`src/rtl/fetch_unit.sv`:
```
// -----------------------------------------------------------------------------
// fetch_unit
//   Instruction fetch stage.
//   - It holds a 16 x 32-bit instruction memory with its own write port.
//   - It keeps a 4-bit PC.
//   - Each RUN cycle it registers the word at pc and the word at pc+1, both
//     feeding the IF/ID register.
//   - Stall holds all fetch state. Redirect retargets the PC and inserts one
//     bubble. Redirect takes priority over stall.
//   - Fetching the word 32'hFFFFFFFF moves the unit to HALT. Only rst leaves
//     HALT.
//
// Ports
//   clk                 rising-edge clock
//   rst                 synchronous active-high reset
//   start               one-cycle pulse, IDLE -> RUN
//   imem_we/waddr/wdata instruction memory write port (active in every state)
//   stall               hold fetch state
//   redirect/_pc        branch/jump retarget
//   instr               registered mem[pc]
//   nextInstr           registered mem[pc+1]
//   nextPC              registered pc+1
//   pc                  current fetch PC
//   valid               instr/nextInstr/nextPC hold a real fetch
//   halted              unit is in HALT
//
// Optional build macro FETCH_PERF_CNT_EN adds two outputs:
//   fetch_cnt           saturating count of fetches
//   stall_cnt           saturating count of RUN stall cycles
// -----------------------------------------------------------------------------
module fetch_unit (
  input  logic        clk,
  input  logic        rst,
  input  logic        start,
  input  logic        imem_we,
  input  logic [3:0]  imem_waddr,
  input  logic [31:0] imem_wdata,
  input  logic        stall,
  input  logic        redirect,
  input  logic [3:0]  redirect_pc,
  output logic [31:0] instr,
  output logic [31:0] nextInstr,
  output logic [3:0]  nextPC,
  output logic [3:0]  pc,
  output logic        valid,
  output logic        halted
`ifdef FETCH_PERF_CNT_EN
  ,
  output logic [15:0] fetch_cnt,
  output logic [15:0] stall_cnt
`endif
);

  typedef enum logic [1:0] {S_IDLE, S_RUN, S_HALT} state_t;

  state_t      state_q, state_d;
  logic [3:0]  pc_q, pc_d;
  logic [31:0] instr_q, instr_d;
  logic [31:0] ninstr_q, ninstr_d;
  logic [3:0]  npc_q, npc_d;
  logic        valid_q, valid_d;
  logic        fetch_en;

  logic [31:0] mem_q [16];
  logic [3:0]  pc_inc;
  logic [31:0] rd_cur, rd_nxt;

  // 4-bit arithmetic gives the mod-16 wrap for free.
  assign pc_inc = pc_q + 4'd1;

  // Reads sample the array before this edge's write lands. A same-cycle
  // write to the fetched address therefore returns the old word.
  assign rd_cur = mem_q[pc_q];
  assign rd_nxt = mem_q[pc_inc];

  always_comb begin
    state_d  = state_q;
    pc_d     = pc_q;
    instr_d  = instr_q;
    ninstr_d = ninstr_q;
    npc_d    = npc_q;
    valid_d  = valid_q;
    fetch_en = 1'b0;
    case (state_q)
      S_IDLE: begin
        valid_d = 1'b0;
        if (start) state_d = S_RUN;
      end
      S_RUN: begin
        if (redirect) begin
          // One bubble, then fetching resumes at the new target.
          pc_d     = redirect_pc;
          instr_d  = '0;
          ninstr_d = '0;
          npc_d    = '0;
          valid_d  = 1'b0;
        end else if (!stall) begin
          fetch_en = 1'b1;
          instr_d  = rd_cur;
          ninstr_d = rd_nxt;
          npc_d    = pc_inc;
          valid_d  = 1'b1;
          pc_d     = pc_inc;
          // The halt word is still presented with valid=1 on the next
          // cycle. HALT then clears valid one cycle later.
          if (rd_cur == 32'hFFFF_FFFF) state_d = S_HALT;
        end
      end
      S_HALT: begin
        valid_d = 1'b0;
      end
      default: state_d = S_IDLE;
    endcase
  end

  always_ff @(posedge clk) begin
    if (rst) begin
      state_q  <= S_IDLE;
      pc_q     <= '0;
      instr_q  <= '0;
      ninstr_q <= '0;
      npc_q    <= '0;
      valid_q  <= 1'b0;
    end else begin
      state_q  <= state_d;
      pc_q     <= pc_d;
      instr_q  <= instr_d;
      ninstr_q <= ninstr_d;
      npc_q    <= npc_d;
      valid_q  <= valid_d;
    end
  end

  // The memory has no reset. Writes complete even during rst.
  always_ff @(posedge clk) begin
    if (imem_we) mem_q[imem_waddr] <= imem_wdata;
  end

  assign instr     = instr_q;
  assign nextInstr = ninstr_q;
  assign nextPC    = npc_q;
  assign pc        = pc_q;
  assign valid     = valid_q;
  assign halted    = (state_q == S_HALT);

`ifdef FETCH_PERF_CNT_EN
  logic [15:0] fetch_cnt_q, stall_cnt_q;
  logic        stall_hit;

  function automatic logic [15:0] sat_inc16(input logic [15:0] v);
    return (v == 16'hFFFF) ? v : v + 16'd1;
  endfunction

  assign stall_hit = (state_q == S_RUN) && stall && !redirect;

  always_ff @(posedge clk) begin
    if (rst) begin
      fetch_cnt_q <= '0;
      stall_cnt_q <= '0;
    end else begin
      if (fetch_en)  fetch_cnt_q <= sat_inc16(fetch_cnt_q);
      if (stall_hit) stall_cnt_q <= sat_inc16(stall_cnt_q);
    end
  end

  assign fetch_cnt = fetch_cnt_q;
  assign stall_cnt = stall_cnt_q;
`endif

endmodule

```
`config.mk`:
```
export PLATFORM = sky130hd
export DESIGN_NAME = fetch_unit
export DESIGN_NICKNAME = d
export VERILOG_FILES = /design/src/rtl/fetch_unit.sv
export SDC_FILE = /design/constraint.sdc
export NUM_CORES = 1
export LEC_CHECK = 0
export ABC_AREA = 0
export CAP_MARGIN = 20
export CELL_PAD_IN_SITES_DETAIL_PLACEMENT = 1
export CELL_PAD_IN_SITES_GLOBAL_PLACEMENT = 1
export CORE_MARGIN = 4
export CORE_UTILIZATION = 53
export CTS_CLUSTER_SIZE = 12
export DETAILED_ROUTE_END_ITERATION = 16
export PLACE_DENSITY_LB_ADDON = 0.1
export SLEW_MARGIN = 20
export SYNTH_ARGS = -nofsm -noshare
export SYNTH_HDL_FRONTEND = slang
export SYNTH_SLANG_ARGS = --single-unit
export TNS_END_PERCENT = 100
```
`constraint.sdc`:
```
create_clock -name clk -period 4.05 [get_ports clk]
set_input_delay 0.6075 -clock clk [delete_from_list [all_inputs] [get_ports clk]]
set_output_delay 0.6075 -clock clk [all_outputs]
set_load 0.1 [all_outputs]
```
==> Word-level counts from Yosys, hierarchy flattened <==
Memory sizes are Yosys's and may differ from the RTL's. A register that Yosys moved wholly into a read port is not among the register bits.
Cells that the tools add are included.
{ "op_classes": {"bitwise_logic": 1, "add_sub_neg": 1, "n_reduce_logical": 6, "n_mux": 19, "eq_ne": 9} }
{ "op_table": {"columns": ["operator", "n"], "rows": [
  ["two-way mux 32 bit", 4],
  ["== test 32 bit, second input constant", 1],
  ["two-way mux 4 bit", 5],
  ["two-way mux 2 bit", 4],
  ["!= test 2 bit, second input constant", 4],
  ["one-hot mux 2 bit (3 select lines)", 1],
  ["AND reduction 5 bit", 1],
  ["adder 4 x 1 -> 4 bit, second input constant", 1],
  ["two-way mux 1 bit", 4],
  ["AND reduction 2 bit", 2],
  ["!= test 3 bit, second input constant", 1],
  ["== test 2 x 1 -> 1 bit, second input constant", 1],
  ["== test 2 bit, second input constant", 1],
  ["logical NOT 2 bit", 1],
  ["!= test 2 x 1 -> 1 bit, second input constant", 1],
  ["one-hot mux 1 bit (2 select lines)", 1],
  ["nonzero test 2 bit", 1],
  ["OR reduction 2 bit", 1],
  ["inverter 1 bit", 1]
]} }
{ "word_totals": {"n_memories": 1, "word_cells": 43, "out_inout_bits": 74, "in_bits": 46, "ram_bits": 512, "ff_bits": 75} }
{ "mem_list": {"columns": ["memory", "words", "width", "rd", "rd_clocked_by_memory_dff", "write_ports", "line_no", "rtl"], "rows": [
  ["mem_q", 16, 32, 2, 1, 1, "64", "logic [31:0] mem_q [16];"]
]} }

==> Longest topological paths before layout <==
{ "logic_depth": {"word_depth": 5, "mapped_depth": 10} }

==> Worst setup path before layout <==
Ideal clock, no wire load.
{ "synth_timing": {"kind": "in2reg", "startpoint": "input port imem_waddr[2]", "endpoint": "memory mem_q[0][0], enable pin", "slack_ns": 0.263, "setup_time_ns": 0.461, "required_time_ns": 3.589, "arrival_ns": 3.326, "path_stages": 2, "path_cell_list": "or3b_2 -> nor3_1"} }
{ "synth_rtl": {"columns": ["item", "line_no", "rtl"], "rows": [
  ["start: declaration", "36", "input logic [3:0] imem_waddr,"],
  ["end: declaration", "64", null]
]} }
Straight into the memory's write port.

==> Worst setup path in the final report <==
{ "layout_timing": {"startpoint": "register pc_q[0], in the netlist pc[0]", "endpoint": "output port pc[0]"} }
{ "layout_rtl": {"columns": ["item", "line_no", "rtl"], "rows": [
  ["start: declaration", "57", "logic [3:0] pc_q, pc_d;"],
  ["start signal: assignment", "126", "pc_q <= pc_d;"],
  ["end: declaration", "44", "output logic [3:0] pc,"]
]} }
No word-level cell between the ends.

==> impl_metrics.ini <==
[clocking]
cts_resized = 0
cts_tree = done
clock_sinks = 591
numCtsBuffers = 61
clk_latency_ns = 0.63
cts_setup_buffers = 0
htreeDepth = 2
ctsHoldBuffers = 0
path_clk_slew_ns = 0.06
clockRootBuffer = clkbuf_16
cts_max_path_buffers = 3

[yosys]
synth_top_area_cell = edfxtp_1
synthArstFlopShare_pct = 0
synth-edff-count = 512
ys.flop_type = edfxtp_1
synth_warnings = 0
syn-num-nets = 1483
ys_seq_elements = 591
synth.top_cell.area_share_pct = 59.2
ys_seq_area_share_pct = 65.3
synth.area.top_cells = edfxtp_1 (59%), mux4_2 (21%), dfxtp_1 (6.1%), a22oi_1 (2.8%), nand2_1 (1.9%)
mappedNetlistArea_sq_um = 26000
ys_types = 37
synthCells = 1436
syn_area_per_cell_sq_um = 18.1

[placed_design]
gp_congestion = 0.796
port_buffers = 119
hpwl_um = 44700

[global_routing]
antenna_found_initial = 0
met3_usage_pct = 6.01
grt_pass1_vias = 16569
grt_pass1_wl_um = 115000
grt.met1_usage_pct = 42.2
globalRouteTotalUtil_pct = 29.8
busiest_layer = met2
grt_overflow_total = 0
grt_start_max_net_pins = 130
global_route.usage.met2_pct = 48.4

[critical_path]
worstSetupStartpointType = register
critPathBufInv = 2
required_ns = 3.44
path_max_fanout = 129
slowest_delay_ns = 1.28
crit_type = register to output port
critical_path_arrival_ns = 2.96
critical_path.top_delay_family = buffers and inverters
critical_path.cell_chain = buf_12, clkdlybuf4s50_1
slowest_stage = clkdlybuf4s50_1
end_kind = output port

[sta]
finalSetupTns_ns = 0
rsz0062_at_grt = false
fin_crit_sh_pct = 88.0
max_clock_freq_mhz = 281
slew_headroom_pct = 25.4
fin_hold_ws_ns = 0.504
final-setup-viol-count = 0
drv_slew = 0
skew_ns = 0.0173
worst_slew_pin_slew_ns = 1.12
min_period_ns = 3.56
hold_viol = 0

[power_and_ir_drop]
power-per-cell-area_nw_per_um2 = 453
switching_share_pct = 24.0
clockPowerShare_pct = 39.1
p_leak_nw = 9.27
seqPwrFrac_pct = 50.1
p_sw_mw = 3.28
power_mw = 13.7
vdd_drop_max_uv = 386
p_int_mw = 10.4
pwr-share-comb_pct = 10.8

[job]
drv_cap = 0

[status]
outcome = finished, final reports clean

[floorplanning]
die_x_um = 229
io_pins = 120
die_h_um = 229
die-area_sq_um = 52600
coreArea_sq_um = 48100
initial_core_util_pct = 54.0
rows = 80

[final_layout]
layout_common_cells = edfxtp_1 (512), mux4_2 (247), nand2_1 (134)
area_growth_pct = 15.9
final_core_util_pct = 62.6
layout-drive-gt1-share_pct = 25.7
nets = 1604
layout_commonest_cell = edfxtp_1

[drt]
wl_um = 78000
post_drt_wl_per_cell_um = 34.4
drc_errors = 0
antenna_left = 0
drt_iter0_drc = 1966
drt-vias-per-instance = 6.91
vias = 15655
dr.pass1.iters = 6

[worst_hold_path]
hold_path_class = register to register
==> final cells by class <==
cell class / instances / area [sq um]
clock inverter: 14 / 73.8
sequential: 591 / 17000
clock buffer: 102 / 1800
antenna: 1 / 2.50
fill: 4110 / 18000
tap: 656 / 821
multi-input combinational: 733 / 8650
inverter: 1 / 3.75
timing repair buffer: 169 / 1800
==> per-layer routing <==
| layer | up-vias | share of wire [%] |
|---|---|---|
| met4 | 0 | 2.6 |
| met1 | 8393 | 39 |
| met2 | 899 | 49 |
| met5 | - | 0 |
| met3 | 125 | 9.2 |
| li1 | 6238 | - |
==> final timing paths <==
check	from	endpoint	slack, ns	depth (start not counted)
min	nextInstr[2]	nextInstr[2]	0.50	2
max reg2reg	register	state_q[0]	0.67	8
min reg2reg	nextInstr[2]	nextInstr[2]	0.50	2
max	pc[0]	pc[0]	0.49	2
==> flip-flops by register name (all words and copies together) (netlist names), named ones only <==
signal,cells
state_q,2
nextPC,4
pc,4
mem_q,512
nextInstr,32
valid,1
instr,32
==> kinds of logic (layout without fill, tap and decap cells) <==
family	count (synthesis)	count (layout)	share of synthesized area, %
AND/OR/NAND/NOR	303	303	4.97
adder cells (fa/ha/maj)	1	1	0.0482
XOR/XNOR	4	4	0.135
flip-flops	591	591	65.3
buffers and inverters	112	286	2.28
multiplexers	276	276	23.1
AO/OA/AOI/OAI	149	149	4.21
other	0	1	0
==> worst reg2reg max path: stages (launching register included) <==
cell	delay (ns)
dfxtp_1	0.59
and2_2	0.98
buf_4	0.39
a22oi_1	0.10
nand2_1	0.19
nand4_1	0.17
nor4_1	0.45
nand3_1	0.19
nor4b_4	0.17
==> Yosys cell counts (4+ instances only) <==
| cell | number |
|---|---|
| edfxtp_1 | 512 |
| nand3_1 | 52 |
| clkbuf_1 | 51 |
| buf_1 | 10 |
| nand2b_1 | 4 |
| mux4_1 | 9 |
| nand2_1 | 134 |
| nor2b_1 | 4 |
| nor3_1 | 6 |
| nand4_1 | 8 |
| buf_2 | 35 |
| a22oi_1 | 96 |
| a21oi_1 | 16 |
| a32oi_1 | 25 |
| mux4_2 | 247 |
| buf_6 | 9 |
| mux2i_1 | 20 |
| nor2_1 | 87 |
| o22ai_1 | 8 |
| dfxtp_1 | 79 |
==> power by group through the flow <==
stage               Clock [mW]  Sequential [mW]  Combinational [mW]
CTS                       5.41             6.84                1.48
detailed placement           0             6.96                1.47
global placement             0             6.95                1.45
floorplan                    0             7.07               0.840
global route              5.69             6.85                1.55
finish                    5.34             6.84                1.47
==> per-stage QoR <==
step | area (sq um) | setup WS, ns | instances
floorplan | 26000 | 0.263 | 1436
global placement | 28200 | 0.731 | 2150
detailed placement | 28200 | 0.705 | 2150
CTS | 30100 | 0.395 | 2266
global route | 30100 | 0.376 | 2266
finish | 30100 | 0.486 | 2267
Note: power is estimated with default switching activity, not from simulation.
